--- src/rtl/cpu_pkg.sv ---
// Shared cpu definitions: loader state encoding and default memory geometry.
// The loader checksum trailer is enabled by defining LOADER_CHKSUM_EN.
package cpu_pkg;

    localparam int ADDR_W_DEF = 5;
    localparam int DATA_W_DEF = 16;

    typedef enum logic [2:0] {
        S_HDR,
        S_DATA,
        S_WRITE,
        S_CHK,
        S_DONE,
        S_ERR
    } ld_state_t;

endpackage

--- src/rtl/prog_loader_if.sv ---
// Loader bus: host byte stream (valid/ready) plus the memory write port.
// The loader uses the slave side; the byte source and memory use master.
interface prog_loader_if import cpu_pkg::*; #(
    parameter int ADDR_W = ADDR_W_DEF,
    parameter int DATA_W = DATA_W_DEF
) ();

    logic              in_valid;
    logic [7:0]        in_data;
    logic              in_ready;
    logic              mem_we;
    logic [ADDR_W-1:0] mem_addr;
    logic [DATA_W-1:0] mem_wdata;

    modport master (
        output in_valid, in_data,
        input  in_ready, mem_we, mem_addr, mem_wdata
    );

    modport slave (
        input  in_valid, in_data,
        output in_ready, mem_we, mem_addr, mem_wdata
    );

endinterface

--- src/rtl/byte_to_word_packer.sv ---
// Big-endian byte-to-word assembler: the first byte of a word lands in the MSBs.
// word_valid flags the byte that completes a word, in the cycle it is accepted.
module byte_to_word_packer import cpu_pkg::*; #(
    parameter int DATA_W = DATA_W_DEF
) (
    input  logic              clk,
    input  logic              reset,
    input  logic              clear,
    input  logic              byte_en,
    input  logic [7:0]        byte_in,
    output logic [DATA_W-1:0] word,
    output logic              word_valid
);

    localparam int BPW = DATA_W / 8;
    localparam int CW  = (BPW > 1) ? $clog2(BPW) : 1;
    localparam logic [CW-1:0] LAST = CW'(BPW - 1);

    logic [CW-1:0] cnt;

    assign word_valid = byte_en && (cnt == LAST);

    always_ff @(posedge clk or negedge reset) begin
        if (!reset) begin
            cnt  <= '0;
            word <= '0;
        end else if (clear) begin
            cnt  <= '0;
            word <= '0;
        end else if (byte_en) begin
            cnt  <= word_valid ? '0 : cnt + 1'b1;
            word <= (word << 8) | DATA_W'(byte_in);
        end
    end

endmodule

--- src/rtl/prog_loader.sv ---
// Program loader: framed byte stream -> consecutive memory words from address 0.
// Holds the cpu in reset until loaded; LOADER_CHKSUM_EN adds a sum trailer byte.
module prog_loader import cpu_pkg::*; #(
    parameter int ADDR_W = ADDR_W_DEF,
    parameter int DATA_W = DATA_W_DEF
) (
    input  logic         clk,
    input  logic         reset,
    input  logic         start,
    prog_loader_if.slave bus,
    output logic         cpu_hold,
    output logic         done,
    output logic         error
);

    localparam int CAP = 1 << ADDR_W;

`ifdef LOADER_CHKSUM_EN
    localparam ld_state_t S_END = S_CHK;
`else
    localparam ld_state_t S_END = S_DONE;
`endif

    ld_state_t         state, state_nxt;
    logic [ADDR_W-1:0] word_idx, last_idx;
    logic [DATA_W-1:0] word;
    logic              word_valid, xfer, rearm, last_word, hdr_bad;

    assign xfer      = bus.in_valid && bus.in_ready;
    assign rearm     = start && (state == S_DONE || state == S_ERR);
    assign last_word = (word_idx == last_idx);
    assign hdr_bad   = (bus.in_data == 8'd0) ||
                       ({1'b0, bus.in_data} > 9'(CAP));

    assign bus.in_ready  = (state == S_HDR) || (state == S_DATA) ||
                           (state == S_CHK);
    assign bus.mem_we    = (state == S_WRITE);
    assign bus.mem_addr  = word_idx;
    assign bus.mem_wdata = word;
    assign done          = (state == S_DONE);
    assign error         = (state == S_ERR);
    assign cpu_hold      = (state != S_DONE);

    byte_to_word_packer #(.DATA_W(DATA_W)) u_packer (
        .clk        (clk),
        .reset      (reset),
        .clear      (rearm),
        .byte_en    (xfer && state == S_DATA),
        .byte_in    (bus.in_data),
        .word       (word),
        .word_valid (word_valid)
    );

`ifdef LOADER_CHKSUM_EN
    logic [7:0] sum;

    always_ff @(posedge clk or negedge reset) begin
        if (!reset) begin
            sum <= '0;
        end else if (rearm) begin
            sum <= '0;
        end else if (xfer && state == S_DATA) begin
            sum <= sum + bus.in_data;
        end
    end
`endif

    always_comb begin
        state_nxt = state;
        unique case (state)
            S_HDR:   if (xfer) state_nxt = hdr_bad ? S_ERR : S_DATA;
            S_DATA:  if (word_valid) state_nxt = S_WRITE;
            S_WRITE: state_nxt = last_word ? S_END : S_DATA;
`ifdef LOADER_CHKSUM_EN
            S_CHK:   if (xfer) state_nxt = (bus.in_data == sum) ? S_DONE : S_ERR;
`endif
            S_DONE,
            S_ERR:   if (start) state_nxt = S_HDR;
            default: state_nxt = S_ERR;
        endcase
    end

    // last_idx = N-1 always fits: a valid N never exceeds the capacity
    always_ff @(posedge clk or negedge reset) begin
        if (!reset) begin
            state    <= S_HDR;
            word_idx <= '0;
            last_idx <= '0;
        end else begin
            state <= state_nxt;
            if (rearm) begin
                word_idx <= '0;
            end else if (state == S_WRITE && !last_word) begin
                word_idx <= word_idx + 1'b1;
            end
            if (state == S_HDR && xfer) begin
                last_idx <= ADDR_W'(bus.in_data - 8'd1);
            end
        end
    end

endmodule
--- src/flat_wrapper.sv ---
// flat-port wrapper written by rule: the top's interface ports become plain ports
module prog_loader_flat import cpu_pkg::*;
#(
    parameter int ADDR_W = ADDR_W_DEF,
    parameter int DATA_W = DATA_W_DEF
)
  (clk, reset, start, cpu_hold, done, error, bus_in_valid, bus_in_data, bus_in_ready, bus_mem_we, bus_mem_addr, bus_mem_wdata);
  prog_loader_if #(.ADDR_W(ADDR_W), .DATA_W(DATA_W)) bus_i ();
  input  logic clk;
  input  logic reset;
  input  logic start;
  output logic cpu_hold;
  output logic done;
  output logic error;
  input wire logic [$bits(bus_i.in_valid)-1:0] bus_in_valid;
  input wire logic [$bits(bus_i.in_data)-1:0] bus_in_data;
  output wire logic [$bits(bus_i.in_ready)-1:0] bus_in_ready;
  output wire logic [$bits(bus_i.mem_we)-1:0] bus_mem_we;
  output wire logic [$bits(bus_i.mem_addr)-1:0] bus_mem_addr;
  output wire logic [$bits(bus_i.mem_wdata)-1:0] bus_mem_wdata;
  assign bus_i.in_valid = bus_in_valid;
  assign bus_i.in_data = bus_in_data;
  assign bus_in_ready = bus_i.in_ready;
  assign bus_mem_we = bus_i.mem_we;
  assign bus_mem_addr = bus_i.mem_addr;
  assign bus_mem_wdata = bus_i.mem_wdata;
  prog_loader #(.ADDR_W(ADDR_W), .DATA_W(DATA_W)) u_core (.clk(clk), .reset(reset), .start(start), .bus(bus_i), .cpu_hold(cpu_hold), .done(done), .error(error));
endmodule
--- config.mk ---
export PLATFORM = sky130hd
export DESIGN_NAME = prog_loader_flat
export DESIGN_NICKNAME = d
export VERILOG_FILES = /design/src/rtl/cpu_pkg.sv /design/src/rtl/prog_loader_if.sv /design/src/rtl/byte_to_word_packer.sv /design/src/rtl/prog_loader.sv /design/src/flat_wrapper.sv
export SDC_FILE = /design/constraint.sdc
export NUM_CORES = 1
export LEC_CHECK = 0
export ABC_AREA = 1
export CAP_MARGIN = 20
export CORE_UTILIZATION = 50
export CTS_CLUSTER_SIZE = 16
export DETAILED_ROUTE_END_ITERATION = 16
export HOLD_SLACK_MARGIN = 0.05
export PLACE_DENSITY = 0.8
export SLEW_MARGIN = 40
export SYNTH_ARGS = -nofsm -noshare
export SYNTH_HDL_FRONTEND = slang
export SYNTH_SLANG_ARGS = --single-unit
--- constraint.sdc ---
create_clock -name clk -period 2.1 [get_ports clk]
set_input_delay 0.21 -clock clk [delete_from_list [all_inputs] [get_ports clk]]
set_output_delay 0.21 -clock clk [all_outputs]
set_load 0.01 [all_outputs]
==> impl_metrics.yaml <==
sta:
  drv_slew: 0
  maxSlewHeadroom_pct: 74.6
  worstMarginPinSlew_ns: 0.381
  finalSetupViolations: 0
  skew_ns: 0.0148
  whs_ns: 0.237
  finalSetupTns_ns: 0
  timing_hold_violations_final: 0
  fmax_mhz: 523
  rsz0062_at_grt: "false"
  period_needed_ns: 1.91
  post-route-period-util_pct: 91.0
worst_setup_path:
  r2r_end: "u_core.u_packer.word[6]$_DFFE_PN0P_"
  crit_fanout: 5
  worstSetupPathType: "reg2out"
  cp-end-kind: "output pin"
  cpPeakStageDelay_ns: 0.59
  timing.reg2reg.setup_slack_ns: 0.71
  cp_num_buf_inv: 1
  start_kind: "register"
  path_cells: "nor3_2 > clkdlybuf4s50_1"
  r2r_start: "u_core.state[2]$_DFFE_PN0P_"
  required_ns: 1.89
  worstRegToRegCells: 6
  critical-path-top-delay-family: "buffers and inverters"
  cp_data_arrival_time_ns: 1.70
  slowest_stage: "clkdlybuf4s50_1"
power_and_ir_drop:
  vdd_drop_max_mv: 0.726
  powerDensity_nw_per_um2: 1280
  power.total_uw: 2720
  cellLeakagePower_uw: 0.000988
logic_synthesis:
  syn_nets: 197
  yosysSeqAreaShare_pct: 44.6
  synth_area_um2: 1680
  ys_top_cells_by_area: "dfrtp_1 (45%), nand2_1 (7.6%), inv_1 (5.6%)"
  synth_cell_type_count: 30
  synth_area_leader_cell: "dfrtp_1"
  yosys_warnings: 0
  synth-seq-cells: 30
  synth.top_cell.area_share_pct: 44.6
  syn_avg_cell_area_um2: 9.19
  post_synth_inst_count: 183
clock_tree:
  ctsHoldBuffers: 0
  cts_inserted_buffers: 5
  cts_setup_buffers: 0
  clockBufferDepth: 2
  h-tree-depth: 2
  cts_resized: 0
  cts_tree: "done"
  clockRootBuffer: "clkbuf_4"
  clkTransAtPathRegs_ns: 0.10
  clkLatencyLatePin_ns: 0.35
  cts_sinks: 30
drt:
  postRouteAntennaNets: 0
  drc: 0
  dr.pass1.iters: 4
  drt-initial-drc-count: 70
  wl_per_cell_um: 13.1
  wirelength_um: 3530
  viasPerCell: 5.01
  via_count: 1353
die:
  start_util_pct: 53.8
  die-area_um2: 3600
  core_um2: 3130
  rows: 20
  die_h_um: 60.0
  ios: 38
  die_w_um: 60.0
global_routing:
  grt_max_degree: 31
  antenna_found_initial: 0
  grt_pass1_wl_um: 5970
  grt_pass1_vias: 1344
  overflow: 0
  grt_usage_pct: 23.2
layout:
  instances_no_fill: 270
  nets: 239
  drive_gt1_share_pct: 22.1
  antennaDiodeCount: 0
  area_growth_syn_to_layout_pct: 26.8
flow_run:
  drv_cap: 0
outcome:
  status: "completed"
placement:
  gp_congestion: 0.795
  dp_cells: 262
  dp_hpwl_um: 2610
  io_buffer_count: 37
worst_hold_path:
  min_path_type: "in2async"
## per-layer routing
metal	vias up	global-route usage, %	wire, um
met5	-	0	0
met4	0	12.6	57
met3	7	5.41	210
met2	44	40.2	1820
met1	636	26.3	1450
li1	666	-	-
## through the flow
stage	worst slack, ns	util (%)	area (um2)
2_1_floorplan	0.885	-	1680
3_3_place_gp	0.537	66.2	2070
3_5_place_dp	0.459	66.2	2070
4_1_cts	0.182	68.2	2130
5_1_grt	0.121	68.2	2130
6_report	0.190	68.2	2130
## sequential cells by signal (all words and copies together) (netlist names)
register and flops:
u_core.bus.mem_addr 5, u_core.u_packer.word 16, u_core.state 3, u_core.u_packer.cnt 1
u_core.last_idx 5
## Yosys cell counts
master     n
nand2_2    1
dfrtp_1   30
ha_1       2
inv_2      5
nand3_2    9
o22ai_2    4
nand2_4    3
nand3_1   10
o22ai_1    1
nor2_2     2
a21oi_1    1
xor2_1     4
o21ai_2   10
o21ai_1    4
nand4_1    2
nor2_4     3
o21ai_0    5
nor3_1     2
nor2_1    14
inv_1     25
xnor2_1    2
nand3b_1   1
nand2_1   34
nor3_2     1
o21a_1     1
inv_4      2
buf_12     1
buf_6      2
nor2_8     1
nand3_4    1
## worst reg2reg max path: stages (launching register included)
cell,delay (ns)
dfrtp_1,0.46
inv_2,0.07
nand3_4,0.14
nor2_8,0.06
inv_4,0.26
nand2_4,0.14
o21ai_0,0.19
## placed cells by master (no fill, tap or decap), types with 5 or more instances in the layout
master	netlist	routed
nand3_1	10	10
clkdlybuf4s50_1	0	37
inv_1	25	25
o21ai_0	5	5
nand3_2	9	9
clkbuf_4	0	5
o21ai_2	10	10
dfrtp_1	30	30
inv_2	5	5
nor2_1	14	14
nand2_1	34	34
## power breakdown
part,internal (uW),switching (uW),total [uW]
Combinational,634,734,1370
Clock,162,206,368
Sequential,800,184,984
Total,1600,1120,2720
## worst max path at each step
stage                                  startpoint                                   to  slack, ns  depth (start not counted)
2_1_floorplan  u_core.bus.mem_addr[3]$_DFFE_PN0P_   u_core.bus.mem_addr[3]$_DFFE_PN0P_       0.89                          9
3_3_place_gp                         bus_in_valid  u_core.u_packer.word[7]$_DFFE_PN0P_       0.54                          6
3_5_place_dp                         bus_in_valid  u_core.u_packer.word[7]$_DFFE_PN0P_       0.46                          6
4_1_cts               u_core.state[0]$_DFFE_PN0P_                           bus_mem_we       0.18                          2
5_1_grt               u_core.state[1]$_DFFE_PN0P_                                 done       0.12                          4
6_report              u_core.state[0]$_DFFE_PN0P_                           bus_mem_we       0.19                          2
## final cells by class
type	count	area, um2
Fill cell	277	996
Multi-Input combinational cell	118	763
Sequential cell	30	751
Timing Repair Buffer	38	378
Inverter	32	125
Clock buffer	7	55.1
Tap cell	44	55.1
Clock inverter	1	5.00
## cell families (layout without fill, tap and decap cells)
kind of cell / after synthesis / count (layout) / share of synthesized area [%]
buffers and inverters: 35 / 78 / 9.97
adder cells (fa/ha/maj): 2 / 2 / 1.49
flip-flops: 30 / 30 / 44.6
AO/OA/AOI/OAI: 26 / 26 / 12.0
AND/OR/NAND/NOR: 84 / 84 / 28.8
XOR/XNOR: 6 / 6 / 3.12
Power figures use the tool's default switching activity.
